==> config.mk <==
export PLATFORM = sky130hd
export DESIGN_NAME = fifo_stream_arbiter
export DESIGN_NICKNAME = d
export VERILOG_FILES = /design/src/rtl/fifo_stream_arbiter.sv
export SDC_FILE = /design/constraint.sdc
export NUM_CORES = 1
export LEC_CHECK = 0
export BUFFER_PORTS_ARGS = -buffer_cell sky130_fd_sc_hd__buf_2
export CAP_MARGIN = 20
export CORE_ASPECT_RATIO = 1.1
export CORE_MARGIN = 2
export CORE_UTILIZATION = 57
export DETAILED_ROUTE_END_ITERATION = 8
export GPL_ROUTABILITY_DRIVEN = 1
export MAX_ROUTING_LAYER = met4
export PLACE_DENSITY_LB_ADDON = 0.15
export SLEW_MARGIN = 20
export SYNTH_ARGS = -nofsm -noshare
export SYNTH_HDL_FRONTEND = slang
export SYNTH_SLANG_ARGS = --single-unit
==> constraint.sdc <==
create_clock -name clk_clk -period 4.61 [get_ports clk_clk]
set_clock_uncertainty 0.15 [all_clocks]
set_input_delay 0.2305 -clock clk_clk [delete_from_list [all_inputs] [get_ports clk_clk]]
set_output_delay 0.2305 -clock clk_clk [all_outputs]
set_load 0.05 [all_outputs]
==> src/rtl/fifo_stream_arbiter.sv <==
`timescale 1ns/1ps
`default_nettype none
// ============================================================================
// Module      : fifo_stream_arbiter
// Description : Two-requester burst arbiter feeding a single Avalon-ST sink.
//               A burst is a one-beat header followed by up to BURST_LEN
//               beats passed straight through from the granted channel.
//               Bursts alternate between channels on contention. A burst
//               whose channel stays idle for TIMEOUT cycles is closed early
//               and counted.
//
// Ports       : clk_clk            - clock, rising edge
//               reset_reset        - synchronous active-high reset
//               enable             - allow new bursts to be granted
//               ch0_valid/data/ready - requester 0 stream sink
//               ch1_valid/data/ready - requester 1 stream sink
//               out_valid/data/ready - merged stream source
//               grant              - channel owning the current burst
//               busy               - header or data phase in progress
//               early_term_count   - saturating count of timed-out bursts
//
// Revision    : 1.0 - initial release
// ============================================================================
module fifo_stream_arbiter #(
    parameter int          BURST_LEN = 16,
    parameter int          TIMEOUT   = 64,
    parameter logic [7:0]  SYNC_BYTE = 8'hA5
) (
    input  logic        clk_clk,
    input  logic        reset_reset,
    input  logic        enable,

    input  logic        ch0_valid,
    input  logic [31:0] ch0_data,
    output logic        ch0_ready,

    input  logic        ch1_valid,
    input  logic [31:0] ch1_data,
    output logic        ch1_ready,

    output logic        out_valid,
    output logic [31:0] out_data,
    input  logic        out_ready,

    output logic        grant,
    output logic        busy,
    output logic [15:0] early_term_count
);

    // ------------------------------------------------------------------------
    // Constants
    // ------------------------------------------------------------------------
    localparam logic [1:0]  c_ST_IDLE   = 2'd0;
    localparam logic [1:0]  c_ST_HDR    = 2'd1;
    localparam logic [1:0]  c_ST_DATA   = 2'd2;

    localparam logic [7:0]  c_BEAT_LAST = 8'(BURST_LEN - 1);
    localparam logic [15:0] c_IDLE_LAST = 16'(TIMEOUT - 1);

    // ------------------------------------------------------------------------
    // State
    // ------------------------------------------------------------------------
    logic [1:0]  r_state;
    logic        r_grant;
    logic        r_last_grant;
    logic [15:0] r_seq0;
    logic [15:0] r_seq1;
    logic [7:0]  r_beat_cnt;
    logic [15:0] r_idle_cnt;
    logic [15:0] r_early_cnt;

    // ------------------------------------------------------------------------
    // Granted-channel selection and header assembly
    // ------------------------------------------------------------------------
    logic        w_sel_valid;
    logic [31:0] w_sel_data;
    logic [15:0] w_sel_seq;
    logic [31:0] w_hdr_word;
    logic        w_xfer;
    logic        w_any_req;
    logic        w_pick;

    assign w_sel_valid = r_grant ? ch1_valid : ch0_valid;
    assign w_sel_data  = r_grant ? ch1_data  : ch0_data;
    assign w_sel_seq   = r_grant ? r_seq1    : r_seq0;
    assign w_hdr_word  = {SYNC_BYTE, 7'd0, r_grant, w_sel_seq};

    assign w_xfer      = out_valid & out_ready;
    assign w_any_req   = ch0_valid | ch1_valid;

    // On contention the channel that did not own the previous burst wins;
    // otherwise the single requesting channel is taken.
    assign w_pick = (ch0_valid & ch1_valid) ? ~r_last_grant : ch1_valid;

    // ------------------------------------------------------------------------
    // Output decode. The data phase is a zero-latency pass-through, so the
    // stream outputs are decoded from the registered state and grant rather
    // than registered themselves; they stay stable under backpressure
    // because neither the state, the grant nor the sequence number moves
    // until a transfer occurs.
    // ------------------------------------------------------------------------
    always_comb begin
        out_valid = 1'b0;
        out_data  = 32'd0;
        ch0_ready = 1'b0;
        ch1_ready = 1'b0;
        case (r_state)
            c_ST_HDR: begin
                out_valid = 1'b1;
                out_data  = w_hdr_word;
            end
            c_ST_DATA: begin
                out_valid = w_sel_valid;
                out_data  = w_sel_data;
                ch0_ready = out_ready & ~r_grant;
                ch1_ready = out_ready &  r_grant;
            end
            default: begin
                out_valid = 1'b0;
                out_data  = 32'd0;
            end
        endcase
    end

    assign grant            = r_grant;
    assign busy             = (r_state != c_ST_IDLE);
    assign early_term_count = r_early_cnt;

    // ------------------------------------------------------------------------
    // Burst control FSM
    // ------------------------------------------------------------------------
    always_ff @(posedge clk_clk) begin
        if (reset_reset) begin
            r_state      <= c_ST_IDLE;
            r_grant      <= 1'b0;
            // Pretend channel 1 went last so channel 0 wins the first tie.
            r_last_grant <= 1'b1;
            r_seq0       <= 16'd0;
            r_seq1       <= 16'd0;
            r_beat_cnt   <= 8'd0;
            r_idle_cnt   <= 16'd0;
            r_early_cnt  <= 16'd0;
        end else begin
            case (r_state)
                c_ST_IDLE: begin
                    // enable only gates the start of a burst.
                    if (enable && w_any_req) begin
                        r_grant <= w_pick;
                        r_state <= c_ST_HDR;
                    end
                end

                c_ST_HDR: begin
                    if (w_xfer) begin
                        if (r_grant) begin
                            r_seq1 <= r_seq1 + 16'd1;
                        end else begin
                            r_seq0 <= r_seq0 + 16'd1;
                        end
                        r_beat_cnt <= 8'd0;
                        r_idle_cnt <= 16'd0;
                        r_state    <= c_ST_DATA;
                    end
                end

                c_ST_DATA: begin
                    if (w_xfer) begin
                        r_beat_cnt <= r_beat_cnt + 8'd1;
                        r_idle_cnt <= 16'd0;
                        if (r_beat_cnt == c_BEAT_LAST) begin
                            r_last_grant <= r_grant;
                            r_state      <= c_ST_IDLE;
                        end
                    end else if (!w_sel_valid) begin
                        // Only an empty requester counts as idle; a stalled
                        // sink (valid but not ready) never ends a burst.
                        if (r_idle_cnt == c_IDLE_LAST) begin
                            r_last_grant <= r_grant;
                            r_idle_cnt   <= 16'd0;
                            r_state      <= c_ST_IDLE;
                            if (r_early_cnt != 16'hFFFF) begin
                                r_early_cnt <= r_early_cnt + 16'd1;
                            end
                        end else begin
                            r_idle_cnt <= r_idle_cnt + 16'd1;
                        end
                    end
                end

                default: begin
                    r_state <= c_ST_IDLE;
                end
            endcase
        end
    end

endmodule
`default_nettype wire
==> results by group <==
Clock network
  – Num CTS Buffers: 9
  – CTS tree: done
  – CTS Root Cell: clkbuf_8
  – Bufs on Longest Clock Path: 2
  – PostCTS Resize Cnt: 0
  – CTS clk-pin slew, worst paths: 0.07 ns
  – CTS Hold Bufs: 0
  – Worst skew pair latency: 0.35 ns
  – CTS H-Tree Depth: 3
  – Clock sinks: 76
  – Postcts setup bufs: 0

Timing
  – Final setup margin: 1.30 ns
  – Max-slew violation count: 0
  – Worst Tran Pin Value: 1.03 ns
  – Final worst path period need: 3.31 ns
  – F_max: 0.302 GHz
  – Hold_ws: 0.0863 ns
  – Fin Setup TNS: 0 ns
  – Max_slew headroom: 31.0%
  – Period utilisation layout: 71.9%
  – Endpoints failing setup: 0
  – Final Hold Vio Count: 0
  – RSZ-0062 raised after global routing: no

Logic synthesis
  – Ys async rst share: 0%
  – Post-synth cell types: 57
  – Syn nets: 677
  – Largest cells by area after synthesis: dfxtp_1 (32%), nor2_1 (7.8%), mux2i_1 (7.0%), a21oi_1 (4.7%), mux2_2 (4.5%)
  – Cells after Synth: 597
  – Cell Area, Synth: 4730 um^2
  – Syn avg cell area: 7.92 um^2
  – Yosys warning count: 0
  – Post-synthesis sequential area ratio: 32.2%
  – EDFF count, synth: 0
  – Share of the synthesized area in the top cell type: 32.2%
  – FF+latch count, synth: 76
  – Yosys top cell by area: dfxtp_1
  – Commonest register cell after synthesis: dfxtp_1

Place
  – Placed Cells: 795
  – PortBufs: 122
  – Post-DP HPWL: 9.04 mm
  – Final Wtd Congestion: 0.878
  – Cell area after placement: 5340 um^2
  – Post-Place Setup Slack: 1.47 ns

GRT
  – Number of global-route vias before repair: 4384
  – GR Util All Layers: 28.1%
  – Largest net degree at the start of global routing: 59
  – Grt ovf: 0
  – First-pass GRT wire length: 20.4 mm
  – Antenna violations before repair: 0

Routing
  – DR vias: 4719
  – Detailed-route wire length: 12.4 mm
  – Drc violations: 0
  – Vias/cell: 5.84
  – Router iterations before antenna repair: 5
  – Routed len/inst: 15.4 um
  – DR iter-0 viols: 240
  – Final antenna-violating net count: 0

Worst setup path
  – Worst Setup SP: r_state[0]
  – Critical Path RT: 4.23 ns
  – Setup CP Type: reg -> out
  – CP Max Fanout: 19
  – Worst reg2reg path startpoint: r_state[1]
  – Crit. End Element: primary output
  – Worst setup SP type: flop
  – CP Data Arrival Time: 2.93 ns

Pwr
  – Power Total: 1.69 mW
  – VDD IR-drop max: 207 uV
  – PD cells: 309 nW/um^2
  – Leakage: 2.17 nW

Worst hold path
  – Hold Crit Start: enable
  – HP Class: in -> reg

Final layout
  – Layout Nets: 778
  – Final instance area: 5480 um^2
  – Commonest non-fill, non-tap cells in the layout: buf_2 (122), nor2_1 (98), dfxtp_1 (75)
  – Most common cell after layout, fill and taps aside: buf_2
  – Layout cell share with drive strength beyond 1: 24.0%
  – Diode count: 0
  – Post-Layout Cell Count: 808
  – Area grow syn2layout: 15.9%
  – Util after Layout: 68.5%

Floorplanning
  – Std cell rows: 34
  – Chip Width: 90.9 um
  – Die area: 9040 um^2
  – Ports: 123
  – Starting Density: 59.1%
  – Height of the die: 99.5 um
  – Core box area: 8000 um^2

Run
  – Max-cap violations: 0

Outcome
  – Status: complete, no violations
==> path summary, 6_finish.rpt <==
kind / to / slack [ns] / depth (start not counted)
setup / recovery: out_data[15] / 1.30 / 7
setup reg to reg: r_seq1[15] / 1.51 / 7
hold / removal: grant / 0.09 / 4
hold reg to reg: early_term_count[14] / 0.36 / 2
==> report_power, final <==
group / leakage, nW / total [mW] / internal, mW / switching, mW
clock: 0.0803 / 0.415 / 0.182 / 0.233
sequential: 0.613 / 0.681 / 0.665 / 0.0162
combinational: 1.48 / 0.597 / 0.170 / 0.427
==> metal layers <==
| metal | routed length (um) | vias up | part of all wire (%) | global-route usage [%] |
|---|---|---|---|---|
| met5 | 0 | - | 0 | - |
| met4 | 257 | 0 | 2.1 | 10.5 |
| met3 | 634 | 26 | 5.1 | 3.64 |
| met2 | 6040 | 139 | 49 | 46.7 |
| met1 | 5510 | 2209 | 44 | 35.1 |
| li1 | - | 2345 | - | - |
==> flip-flops by register name, summed over array words and instances, names as in the netlist <==
signal and cells:
r_beat_cnt 8, early_term_count 16, r_seq1 16, r_seq0 16
r_idle_cnt 16, r_last_grant 1, grant 1, r_state 2
==> cell usage after synthesis (8+ instances only) <==
| library cell | n |
|---|---|
| ha_1 | 10 |
| a21o_1 | 8 |
| nand4_1 | 13 |
| nand2_1 | 40 |
| clkbuf_1 | 22 |
| mux2i_1 | 33 |
| and3_1 | 8 |
| or4_1 | 8 |
| nor2_1 | 98 |
| nand3_1 | 28 |
| xnor2_1 | 18 |
| nor3_1 | 15 |
| mux2_2 | 19 |
| a21oi_1 | 44 |
| or3_1 | 15 |
| nor4_1 | 16 |
| xor2_1 | 15 |
| o21ai_0 | 19 |
| inv_1 | 13 |
| dfxtp_1 | 76 |
==> logic make-up after synthesis <==
logic type	synth area share (%)
flops	32.2
fa+ha+maj	2.65
xor+xnor	6.11
compound gates	14.2
mux	11.8
simple gates	28.7
buf+inv	4.36
==> worst max-delay path: stages (launching register included) <==
cell and delay [ns]:
dfxtp_1 0.34, inv_1 0.11, ha_1 0.66, clkinv_1 0.70
nor2_1 0.25, a21oi_1 0.07, nor2_1 0.15, buf_2 0.28
==> area by class of cell <==
cell class | count | area, um^2
clock inverters | 4 | 20.0
multi-input cells | 473 | 3000
clock buffers | 9 | 124
repair buffers | 124 | 626
flip-flops and latches | 76 | 1520
inverters | 14 | 52.6
well taps | 108 | 135
fillers | 701 | 2520
Note: power is estimated with default switching activity, not from simulation.
